## src/rtl/ahb_burst_packer.sv

```systemverilog
// Buffers AHB data-register writes in a FIFO and emits fixed-length, zero-padded write bursts
// into a ring buffer for the HyperRAM controller. Optional macro BURST_PACKER_STATS_EN adds a burst counter.
module ahb_burst_packer #(
    parameter int BURST_LEN    = 4,
    parameter int FIFO_DEPTH   = 16,
    parameter int ADDR_W       = 32,
    parameter int REGION_BYTES = 65536
) (
    input  logic                              AHB_HCLK,
    input  logic                              AHB_HRESETn,
    input  logic                              wr_stb,
    input  logic [31:0]                       wr_data,
    input  logic                              flush,
    input  logic                              addr_rst,
    input  logic                              clr_ovf,
    input  logic [ADDR_W-1:0]                 base_addr,
    output logic                              mem_req,
    input  logic                              mem_ack,
    output logic [ADDR_W-1:0]                 mem_addr,
    output logic                              mem_wvalid,
    input  logic                              mem_wready,
    output logic [31:0]                       mem_wdata,
    output logic [$clog2(FIFO_DEPTH):0]       fifo_level,
    output logic                              busy,
    output logic                              overflow
`ifdef BURST_PACKER_STATS_EN
    ,
    output logic [31:0]                       burst_count,
    input  logic                              clr_stats
`endif
);

    localparam int PTR_W       = $clog2(FIFO_DEPTH);
    localparam int LVL_W       = PTR_W + 1;
    localparam int BEAT_W      = $clog2(BURST_LEN);
    localparam int CNT_W       = BEAT_W + 1;
    localparam int OFF_W       = $clog2(REGION_BYTES);
    localparam int BURST_BYTES = BURST_LEN * 4;

    typedef enum logic [1:0] {
        ST_IDLE = 2'd0,
        ST_REQ  = 2'd1,
        ST_DATA = 2'd2
    } state_t;

    state_t              state_r, state_nxt_s;
    logic [31:0]         fifo_mem_r [FIFO_DEPTH];
    logic [PTR_W-1:0]    wr_ptr_r, rd_ptr_r, rd_ptr_nxt_s;
    logic [LVL_W-1:0]    level_r;
    logic [BEAT_W-1:0]   beat_r, beat_nxt_s;
    logic [CNT_W-1:0]    real_cnt_r, real_cnt_nxt_s;
    logic [OFF_W-1:0]    offset_r;
    logic [ADDR_W-1:0]   mem_addr_r;
    logic [31:0]         mem_wdata_r, wdata_nxt_s;
    logic                mem_req_r, mem_wvalid_r, busy_r, overflow_r;
    logic                flush_pend_r, flush_pend_nxt_s, flush_clr_s;
    logic                addr_rst_pend_r, load_addr_s;
    logic                full_s, push_s, drop_s, beat_acc_s, is_real_s, pop_s, last_beat_s;

    assign full_s      = (level_r == LVL_W'(FIFO_DEPTH));
    assign push_s      = wr_stb & ~full_s;
    assign drop_s      = wr_stb & full_s;
    assign beat_acc_s  = (state_r == ST_DATA) & mem_wready;
    assign is_real_s   = ({1'b0, beat_r} < real_cnt_r);
    assign pop_s       = beat_acc_s & is_real_s;
    assign last_beat_s = beat_acc_s & (beat_r == BEAT_W'(BURST_LEN - 1));

    assign mem_req    = mem_req_r;
    assign mem_addr   = mem_addr_r;
    assign mem_wvalid = mem_wvalid_r;
    assign mem_wdata  = mem_wdata_r;
    assign fifo_level = level_r;
    assign busy       = busy_r;
    assign overflow   = overflow_r;

    // Burst sequencing: decide launch in IDLE, wait for ack, then stream BURST_LEN beats.
    always_comb begin
        state_nxt_s    = state_r;
        real_cnt_nxt_s = real_cnt_r;
        beat_nxt_s     = beat_r;
        load_addr_s    = 1'b0;
        flush_clr_s    = 1'b0;
        case (state_r)
            ST_IDLE: begin
                beat_nxt_s = '0;
                if (level_r >= LVL_W'(BURST_LEN)) begin
                    state_nxt_s    = ST_REQ;
                    real_cnt_nxt_s = CNT_W'(BURST_LEN);
                    load_addr_s    = 1'b1;
                end else if (flush_pend_r && (level_r != '0)) begin
                    state_nxt_s    = ST_REQ;
                    real_cnt_nxt_s = CNT_W'(level_r);
                    load_addr_s    = 1'b1;
                    flush_clr_s    = 1'b1;
                end else if (flush_pend_r) begin
                    flush_clr_s = 1'b1;
                end else begin
                    state_nxt_s = ST_IDLE;
                end
            end
            ST_REQ: begin
                if (mem_ack) begin
                    state_nxt_s = ST_DATA;
                    beat_nxt_s  = '0;
                end else begin
                    state_nxt_s = ST_REQ;
                end
            end
            ST_DATA: begin
                if (last_beat_s) begin
                    state_nxt_s = ST_IDLE;
                    beat_nxt_s  = '0;
                end else if (beat_acc_s) begin
                    beat_nxt_s = beat_r + BEAT_W'(1);
                end else begin
                    beat_nxt_s = beat_r;
                end
            end
            default: begin
                state_nxt_s = ST_IDLE;
                beat_nxt_s  = '0;
            end
        endcase
    end

    // Next beat data is the new FIFO head for real beats and zero for padding, so the register only moves on acceptance.
    always_comb begin
        rd_ptr_nxt_s     = rd_ptr_r;
        wdata_nxt_s      = 32'h0;
        flush_pend_nxt_s = flush_clr_s ? 1'b0 : (flush_pend_r | flush);
        if (pop_s) begin
            rd_ptr_nxt_s = rd_ptr_r + PTR_W'(1);
        end else begin
            rd_ptr_nxt_s = rd_ptr_r;
        end
        if ((state_nxt_s == ST_DATA) && ({1'b0, beat_nxt_s} < real_cnt_nxt_s)) begin
            wdata_nxt_s = fifo_mem_r[rd_ptr_nxt_s];
        end else begin
            wdata_nxt_s = 32'h0;
        end
    end

    // FIFO storage; contents are only observable through the gated beat register.
    always_ff @(posedge AHB_HCLK) begin
        if (push_s) begin
            fifo_mem_r[wr_ptr_r] <= wr_data;
        end
    end

    // FIFO pointers, level and sticky overflow (a drop beats a simultaneous clear).
    always_ff @(posedge AHB_HCLK or negedge AHB_HRESETn) begin
        if (!AHB_HRESETn) begin
            wr_ptr_r   <= '0;
            rd_ptr_r   <= '0;
            level_r    <= '0;
            overflow_r <= 1'b0;
        end else begin
            if (push_s) begin
                wr_ptr_r <= wr_ptr_r + PTR_W'(1);
            end
            rd_ptr_r <= rd_ptr_nxt_s;
            case ({push_s, pop_s})
                2'b10:   level_r <= level_r + LVL_W'(1);
                2'b01:   level_r <= level_r - LVL_W'(1);
                default: level_r <= level_r;
            endcase
            if (drop_s) begin
                overflow_r <= 1'b1;
            end else if (clr_ovf) begin
                overflow_r <= 1'b0;
            end
        end
    end

    // FSM state and registered command-port outputs.
    always_ff @(posedge AHB_HCLK or negedge AHB_HRESETn) begin
        if (!AHB_HRESETn) begin
            state_r      <= ST_IDLE;
            beat_r       <= '0;
            real_cnt_r   <= '0;
            flush_pend_r <= 1'b0;
            mem_req_r    <= 1'b0;
            mem_wvalid_r <= 1'b0;
            mem_wdata_r  <= 32'h0;
            mem_addr_r   <= '0;
            busy_r       <= 1'b0;
        end else begin
            state_r      <= state_nxt_s;
            beat_r       <= beat_nxt_s;
            real_cnt_r   <= real_cnt_nxt_s;
            flush_pend_r <= flush_pend_nxt_s;
            mem_req_r    <= (state_nxt_s == ST_REQ);
            mem_wvalid_r <= (state_nxt_s == ST_DATA);
            mem_wdata_r  <= wdata_nxt_s;
            busy_r       <= (state_nxt_s != ST_IDLE) | flush_pend_nxt_s;
            if (load_addr_s) begin
                mem_addr_r <= base_addr + ADDR_W'(offset_r);
            end
        end
    end

    // Ring-buffer offset; an address reset seen mid-burst is deferred to burst completion.
    always_ff @(posedge AHB_HCLK or negedge AHB_HRESETn) begin
        if (!AHB_HRESETn) begin
            offset_r        <= '0;
            addr_rst_pend_r <= 1'b0;
        end else begin
            if ((state_r == ST_IDLE) && addr_rst) begin
                offset_r <= '0;
            end else if (last_beat_s) begin
                offset_r <= (addr_rst_pend_r | addr_rst) ? '0 : offset_r + OFF_W'(BURST_BYTES);
            end
            if (last_beat_s) begin
                addr_rst_pend_r <= 1'b0;
            end else if (addr_rst && (state_r != ST_IDLE)) begin
                addr_rst_pend_r <= 1'b1;
            end
        end
    end

`ifdef BURST_PACKER_STATS_EN
    logic [31:0] burst_count_r;
    assign burst_count = burst_count_r;

    // Completed-burst counter; clear wins over a coincident completion.
    always_ff @(posedge AHB_HCLK or negedge AHB_HRESETn) begin
        if (!AHB_HRESETn) begin
            burst_count_r <= 32'h0;
        end else if (clr_stats) begin
            burst_count_r <= 32'h0;
        end else if (last_beat_s) begin
            burst_count_r <= burst_count_r + 32'h1;
        end
    end
`endif

endmodule

```

## config.mk

```make
export PLATFORM = sky130hd
export DESIGN_NAME = ahb_burst_packer
export DESIGN_NICKNAME = d
export VERILOG_FILES = /design/src/rtl/ahb_burst_packer.sv
export SDC_FILE = /design/constraint.sdc
export NUM_CORES = 1
export LEC_CHECK = 0
export CORE_ASPECT_RATIO = 1.25
export CORE_UTILIZATION = 40
export DETAILED_ROUTE_END_ITERATION = 7
export GPL_ROUTABILITY_DRIVEN = 0
export MAX_ROUTING_LAYER = met4
export PLACE_DENSITY = 0.55
export SYNTH_ARGS = -nofsm -noshare
export SYNTH_HDL_FRONTEND = slang
export SYNTH_SLANG_ARGS = --single-unit
```

## constraint.sdc

```tcl
create_clock -name AHB_HCLK -period 8.94 [get_ports AHB_HCLK]
set_clock_uncertainty 0.2 [all_clocks]
set_input_delay 1.788 -clock AHB_HCLK [delete_from_list [all_inputs] [get_ports AHB_HCLK]]
set_output_delay 1.788 -clock AHB_HCLK [all_outputs]
set_load 0.03 [all_outputs]
```

; ---- Yosys cells after proc, flatten, opt, wreduce, memory -nomap -nowiden
; Memory sizes are Yosys's and may differ from the RTL's.
; Cells that the tools add are included.
[totals]
ramBits = 512
n_memories = 1
register_bits = 106
[mem_list]
columns = name, depth, width, rd, rd_ports_with_merged_regs, write_ports, line_no
row1 = fifo_mem_r, 16, 32, 1, 0, 1, 47  ; logic [31:0] fifo_mem_r [FIFO_DEPTH];
[classes]
magnitude_cmp = 3
eq_ne = 8
n_reduce_logical = 12
bitwise_logic = 9
add_sub_neg = 7
n_mux = 33
[ops]
columns = operator, n
row1 = 16-bit two-way mux, 3
row2 = 32-bit by 16-bit adder with 32-bit output, 1
row3 = 32-bit two-way mux, 1
row4 = "16-bit by 5-bit adder with 16-bit output, second input constant", 1
row5 = 2-bit two-way mux, 8
row6 = 1-bit two-way mux, 14
row7 = 2-bit nonzero test, 6
row8 = 5-bit case mux with 2 select lines, 1
row9 = 3-bit two-way mux, 3
row10 = "4-bit by 1-bit adder with 4-bit output, second input constant", 2
row11 = "2-bit == test, second input constant", 4
row12 = "2-bit by 1-bit == test with 1-bit output, second input constant", 3
row13 = 2-bit by 3-bit < comparator with 1-bit output, 2
row14 = 2-bit case mux with 3 select lines, 1
row15 = "5-bit by 1-bit adder with 5-bit output, second input constant", 1
row16 = 1-bit bitwise AND, 5
row17 = "5-bit == test, second input constant", 1
row18 = "5-bit by 3-bit greater-or-equal comparator with 1-bit output, second input constant", 1
row19 = 5-bit nonzero test, 1
row20 = "5-bit by 1-bit subtractor with 5-bit output, second input constant", 1
row21 = 1-bit logical AND, 4
row22 = 4-bit two-way mux, 1
row23 = 2-bit case mux with 2 select lines, 1
row24 = 1-bit OR, 3
row25 = other kinds (3), 3

; ---- Depth between registers and ports, before layout
[logic_depth]
ltp_word = 8
ltp_mapped = 16

; ---- Least setup slack after synthesis
; OpenSTA, ideal clock, no wires.
[synth_path]
path_kind = input to register
start = in wr_stb
end = mem fifo_mem_r[3][0] (enable)
stages = 3
n_path_buf = 0
setup_time_ps = 461
arrival_time_ps = 4663
setup_slack_ps = 3616
path_cell_list = a21boi_1 nand2_1 nor3_1
[synth_between]
elab_chain_len = 3
[synth_lines]
columns = element, line_no
row1 = "start, declared", 11  ; input logic wr_stb,
row2 = 1-bit bitwise AND, 61  ; assign push_s = wr_stb & ~full_s;
row3 = 1-bit two-way mux, 145  ; if (push_s) begin
row4 = 1-bit two-way mux (implied by the code), 146  ; fifo_mem_r[wr_ptr_r] <= wr_data;
row5 = "end, declared", 47
; No other way between the ends.

; ---- Final worst setup path
[layout_path]
start = in mem_wready
end = reg mem_wdata_r[30] (netlist: mem_wdata[30])
[layout_between]
elab_chain_len = 7
[layout_lines]
columns = element, line_no
row1 = "start, declared", 21  ; input logic mem_wready,
row2 = 1-bit bitwise AND *, 63  ; assign beat_acc_s = (state_r == ST_DATA) & mem_wready;
row3 = 2-bit two-way mux or 1-bit bitwise AND (tied branches), "113, 66"
row4 = 2-bit two-way mux, 110  ; if (last_beat_s) begin
row5 = 2-bit case mux with 2 select lines or 2-bit case mux with 3 select lines (tied branches), 83  ; case (state_r)
row6 = 2-bit by 3-bit < comparator with 1-bit output or 2-bit == test (tied branches), 136  ; if ((state_nxt_s == ST_DATA) && ({1'b0, beat_nxt_s} < real_cnt_nxt_s)) begin
row7 = 1-bit logical AND, 136
row8 = 32-bit two-way mux *, 136
row9 = via wdata_nxt_s[30], 54  ; logic [31:0] mem_wdata_r, wdata_nxt_s;
row10 = "end signal, assigned", 194  ; mem_wdata_r <= wdata_nxt_s;
row11 = "end, declared", 54
; The timed path passes the listed nets; every way through them passes the cells marked *.
; A chain may end at the register's enable or synchronous reset.

==> reports/summary.txt <==
=========================================================================================
Run status                                                                   finished, final reports clean
Max-cap violation count                                                                 0
Post-cts gate resize count                                                              0
Total of fill cells in the finished design                                           6074
Internal                                                                         7.371 mW
Net switching component of the power                                             3.741 mW
Hold buffer count at CTS                                                                0
Number of buffers between clock root and the deepest sink                               3
Fraction of power consumed by sequential logic                                      34.2%
Worst Path Required                                                               9170 ps
Maximum fanout along the worst path                                                    24
Period Utilization, post-route                                                     60.07%
Overall power of the completed layout                                            11.11 mW
Total congestion overflow                                                               0
Standard-cell rows                                                                    110
Footprint of the multi-input gates                                             10680 um^2
Share of post-route cells with drive strength above 1                              28.03%
Static power due to leakage                                                      11.61 nW
Setup Viol. Count Final                                                                 0
Crit path max-delay family                                                   buffers and inverters
Netlist cell types                                                                     70
Clock-pin transition on the worst setup and hold timing paths                       60 ps
Critical Path Source Type                                                    primary input
Sequential share of the synthesized area                                           61.67%
Power density over cell area                                                 328.5 nW/um^2
Via count of the first global-routing pass                                          17550
Switching portion of total power                                                   33.67%
Via density                                                                         5.833
Number of synthesized flops with an enable pin                                        512
Cell-by-cell listing of the critical path                                    clkdlybuf4s50_1 > and2_1 > o211ai_1 > buf_4 > clkinv_2 > nand3_1 > xnor2_2 > buf_4 > a32o_1 > nor4_1
Maximum achievable frequency                                                   0.1862 GHz
Instance count along the most critical hold path                                        2
Slew of the pin with the lowest slew margin                                       1174 ps
Aggregate routed wire length                                                     73220 um
Total standard cell area after synthesis                                       29070 um^2
Syn. warnings                                                                           0
Crit path DAT                                                                     5600 ps
Wire length of the first global-routing pass                                    110600 um
Cell count after synthesis                                                           1662
Maximum number of pins on one net before global-route repair                          100
Detailed router's first-iteration violation count                                    1222
Stage delay of the slowest cell on the critical path                               930 ps
Worst-skew pair later-pin latency                                                  610 ps
# Post-CTS Setup Buffers                                                                0
Most frequent CP cell                                                        sky130_fd_sc_hd__buf_4
Post-layout net count                                                                1898
Dpl hpwl                                                                         40120 um
Max Transition Viols Final                                                              0
P&R area growth vs syn                                                             16.38%
Number of nets produced by synthesis                                                 1765
Cell depth of the worst setup path                                                     10
Core box area                                                                  71980 um^2
Antenna violations before repair                                                        2
Width of the chip                                                                243.1 um
Slowest cell on the critical path                                            sky130_fd_sc_hd__xnor2_2
Average instance area after synthesis                                          17.49 um^2
Clock tree from TritonCTS                                                             yes
Total negative slack                                                                 0 ps
Register area                                                                  17930 um^2
Crit path buf inv count                                                                 4
Vias after detailed routing                                                         16350
Worst hold path type                                                         flip-flop to flip-flop
Residual DRC count                                                                      0
FF-to-FF path depth                                                                     6
Root Driver                                                                  sky130_fd_sc_hd__clkbuf_16
Die boundary height                                                              303.4 um
Post-Place Cell Area                                                           31620 um^2
Leading register cell type out of synthesis                                  sky130_fd_sc_hd__edfxtp_1
Number of hold violations in the final report                                           0
Number of nets with antenna violations after routing                                    0
Unrepaired setup endpoints after global routing                                        no
Global-route total usage across every layer                                        20.94%
Boundary pin count                                                                    145
Critical path capture point type                                                flip-flop
Detailed-routing iteration count for the pre-antenna-repair pass                        7
Worst relative slew slack                                                          21.37%
Proportion of register bits with asynchronous set or reset after synthesis         16.61%
Worst IR Drop VDD                                                             0.0003822 V
H-Tree Depth                                                                            3
Clk sink count                                                                        614
Average wire length per cell after detail routing                                26.13 um
Classification of the worst setup path                                       primary input to flip-flop
Minimum clock period                                                              5371 ps
Area of the die                                                                73770 um^2
Number of storage elements in the synthesis netlist                                   614
Effective utilization at floorplan                                                 40.39%
Clock group share of total power                                                    25.1%
Logic pwr share                                                                     40.7%
Design area                                                                    33830 um^2
CTS Buf Count                                                                          66
Input/output buffers                                                                  144
=========================================================================================
layout make-up:
type | count | share of cell area (%)
inverter | 21 | 0.2367
timing repair buffer | 179 | 5.115
sequential | 614 | 53.01
antenna | 2 | 0.01479
tap | 952 | 3.521
clock inverter | 31 | 1.013
clock buffer | 90 | 5.510
multi-input combinational | 913 | 31.58
state kept, by name, indices dropped and copies added (netlist names):
register / flops
mem_wvalid: 1
fifo_mem_r: 512
rd_ptr_r: 4
overflow: 1
addr_rst_pend_r: 1
wr_ptr_r: 4
busy: 1
mem_wdata: 32
beat_r: 2
state_r: 2
fifo_level: 5
mem_addr: 32
mem_req: 1
flush_pend_r: 1
real_cnt_r: 3
offset_r: 12
through the flow:
stage	setup slack, ps	std cells	hold WS, ps	utilization, %
floorplan	3616	1662	279.8	-
global placement	3026	2679	258.2	43.93
detailed placement	2993	2679	268.7	43.93
CTS	3607	2800	281.2	46.99
global route	3429	2802	298.3	47.00
finish	3570	2802	274.3	47.00
power by group through the flow:
stage | Combinational, mW | Sequential, mW | Clock [mW]
6_report | 4.53 | 3.80 | 2.79
5_1_grt | 4.90 | 3.85 | 2.95
4_1_cts | 4.62 | 3.81 | 2.85
3_5_place_dp | 4.61 | 3.87 | 0
3_3_place_gp | 4.57 | 3.84 | 0
2_1_floorplan | 3.27 | 3.95 | 0
path summary, 6_finish.rpt:
path | from | endpoint | slack (ps)
max in group asynchronous | AHB_HRESETn | rd_ptr_r[1] | 6210
setup reg to reg | rd_ptr_r[0] | mem_wdata[14] | 4570
min in group asynchronous | AHB_HRESETn | fifo_level[4] | 1000
setup / recovery | mem_wready | mem_wdata[30] | 3570
hold / removal | mem_addr[5] | mem_addr[5] | 270
hold reg to reg | mem_addr[5] | mem_addr[5] | 270
worst register-to-register path, stage by stage (launching register included):
cell	delay (ps)
sky130_fd_sc_hd__dfrtp_4	890
sky130_fd_sc_hd__buf_4	910
sky130_fd_sc_hd__buf_4	930
sky130_fd_sc_hd__mux4_2	670
sky130_fd_sc_hd__mux2_2	280
sky130_fd_sc_hd__o22ai_1	290
sky130_fd_sc_hd__a211oi_2	80
metal layers:
| layer | vias up | global-route usage, % | wire, um |
|---|---|---|---|
| li1 | 7061 | - | - |
| met1 | 8713 | 25.28 | 29530 |
| met2 | 466 | 36.25 | 38200 |
| met3 | 105 | 3.193 | 3806 |
| met4 | 0 | 6.514 | 1681 |
| met5 | - | - | 0 |
cells in the mapped netlist (3+ instances only):
cell type	count	area share (%)
sky130_fd_sc_hd__nand2b_1	5	0.11
sky130_fd_sc_hd__nor4_1	3	0.065
sky130_fd_sc_hd__a211oi_2	30	1.3
sky130_fd_sc_hd__o22ai_1	32	0.69
sky130_fd_sc_hd__nor2b_1	4	0.086
sky130_fd_sc_hd__or4_1	6	0.15
sky130_fd_sc_hd__mux2i_1	65	2.2
sky130_fd_sc_hd__and3_1	4	0.086
sky130_fd_sc_hd__xor2_1	21	0.63
sky130_fd_sc_hd__dfrtp_1	102	8.8
sky130_fd_sc_hd__a21oi_1	14	0.24
sky130_fd_sc_hd__a21o_1	8	0.21
sky130_fd_sc_hd__a31oi_1	15	0.32
sky130_fd_sc_hd__nand2_1	150	1.9
sky130_fd_sc_hd__o31ai_1	7	0.18
sky130_fd_sc_hd__nand4_1	12	0.26
sky130_fd_sc_hd__mux4_2	256	20
sky130_fd_sc_hd__ha_1	30	1.3
sky130_fd_sc_hd__buf_2	52	0.90
sky130_fd_sc_hd__or3_1	4	0.086
sky130_fd_sc_hd__and2_1	4	0.086
sky130_fd_sc_hd__clkbuf_1	40	0.52
sky130_fd_sc_hd__a22oi_1	3	0.077
sky130_fd_sc_hd__nand3_1	18	0.31
sky130_fd_sc_hd__nor3_1	10	0.17
sky130_fd_sc_hd__o21ai_0	32	0.55
sky130_fd_sc_hd__nor2_1	47	0.61
sky130_fd_sc_hd__xnor2_1	15	0.45
sky130_fd_sc_hd__o21a_1	4	0.10
sky130_fd_sc_hd__mux2_2	64	2.5
sky130_fd_sc_hd__buf_6	8	0.31
sky130_fd_sc_hd__buf_1	11	0.14
sky130_fd_sc_hd__edfxtp_1	512	53
sky130_fd_sc_hd__a32o_1	4	0.14
sky130_fd_sc_hd__o21ai_1	4	0.069
sky130_fd_sc_hd__inv_1	20	0.26
sky130_fd_sc_hd__o211ai_1	3	0.077
logic make-up after synthesis:
family | Yosys count | share of synthesized area [%]
AO/OA/AOI/OAI | 179 | 4.717
other | 1 | 0.01290
buffers and inverters | 135 | 2.204
adder cells (fa/ha/maj) | 31 | 1.360
XOR/XNOR | 37 | 1.141
multiplexers | 385 | 24.55
AND/OR/NAND/NOR | 280 | 4.347
flip-flops | 614 | 61.67
placed cells by master (no fill, tap or decap), types with 32 or more instances in the layout:
cell type	instances
sky130_fd_sc_hd__edfxtp_1	512
sky130_fd_sc_hd__mux4_2	256
sky130_fd_sc_hd__nand2_1	150
sky130_fd_sc_hd__clkdlybuf4s50_1	143
sky130_fd_sc_hd__dfrtp_1	100
sky130_fd_sc_hd__clkbuf_16	68
sky130_fd_sc_hd__mux2i_1	65
sky130_fd_sc_hd__mux2_2	64
sky130_fd_sc_hd__nor2_1	35
sky130_fd_sc_hd__buf_4	33
sky130_fd_sc_hd__o21ai_0	32
(Power assumes the default switching activity.)
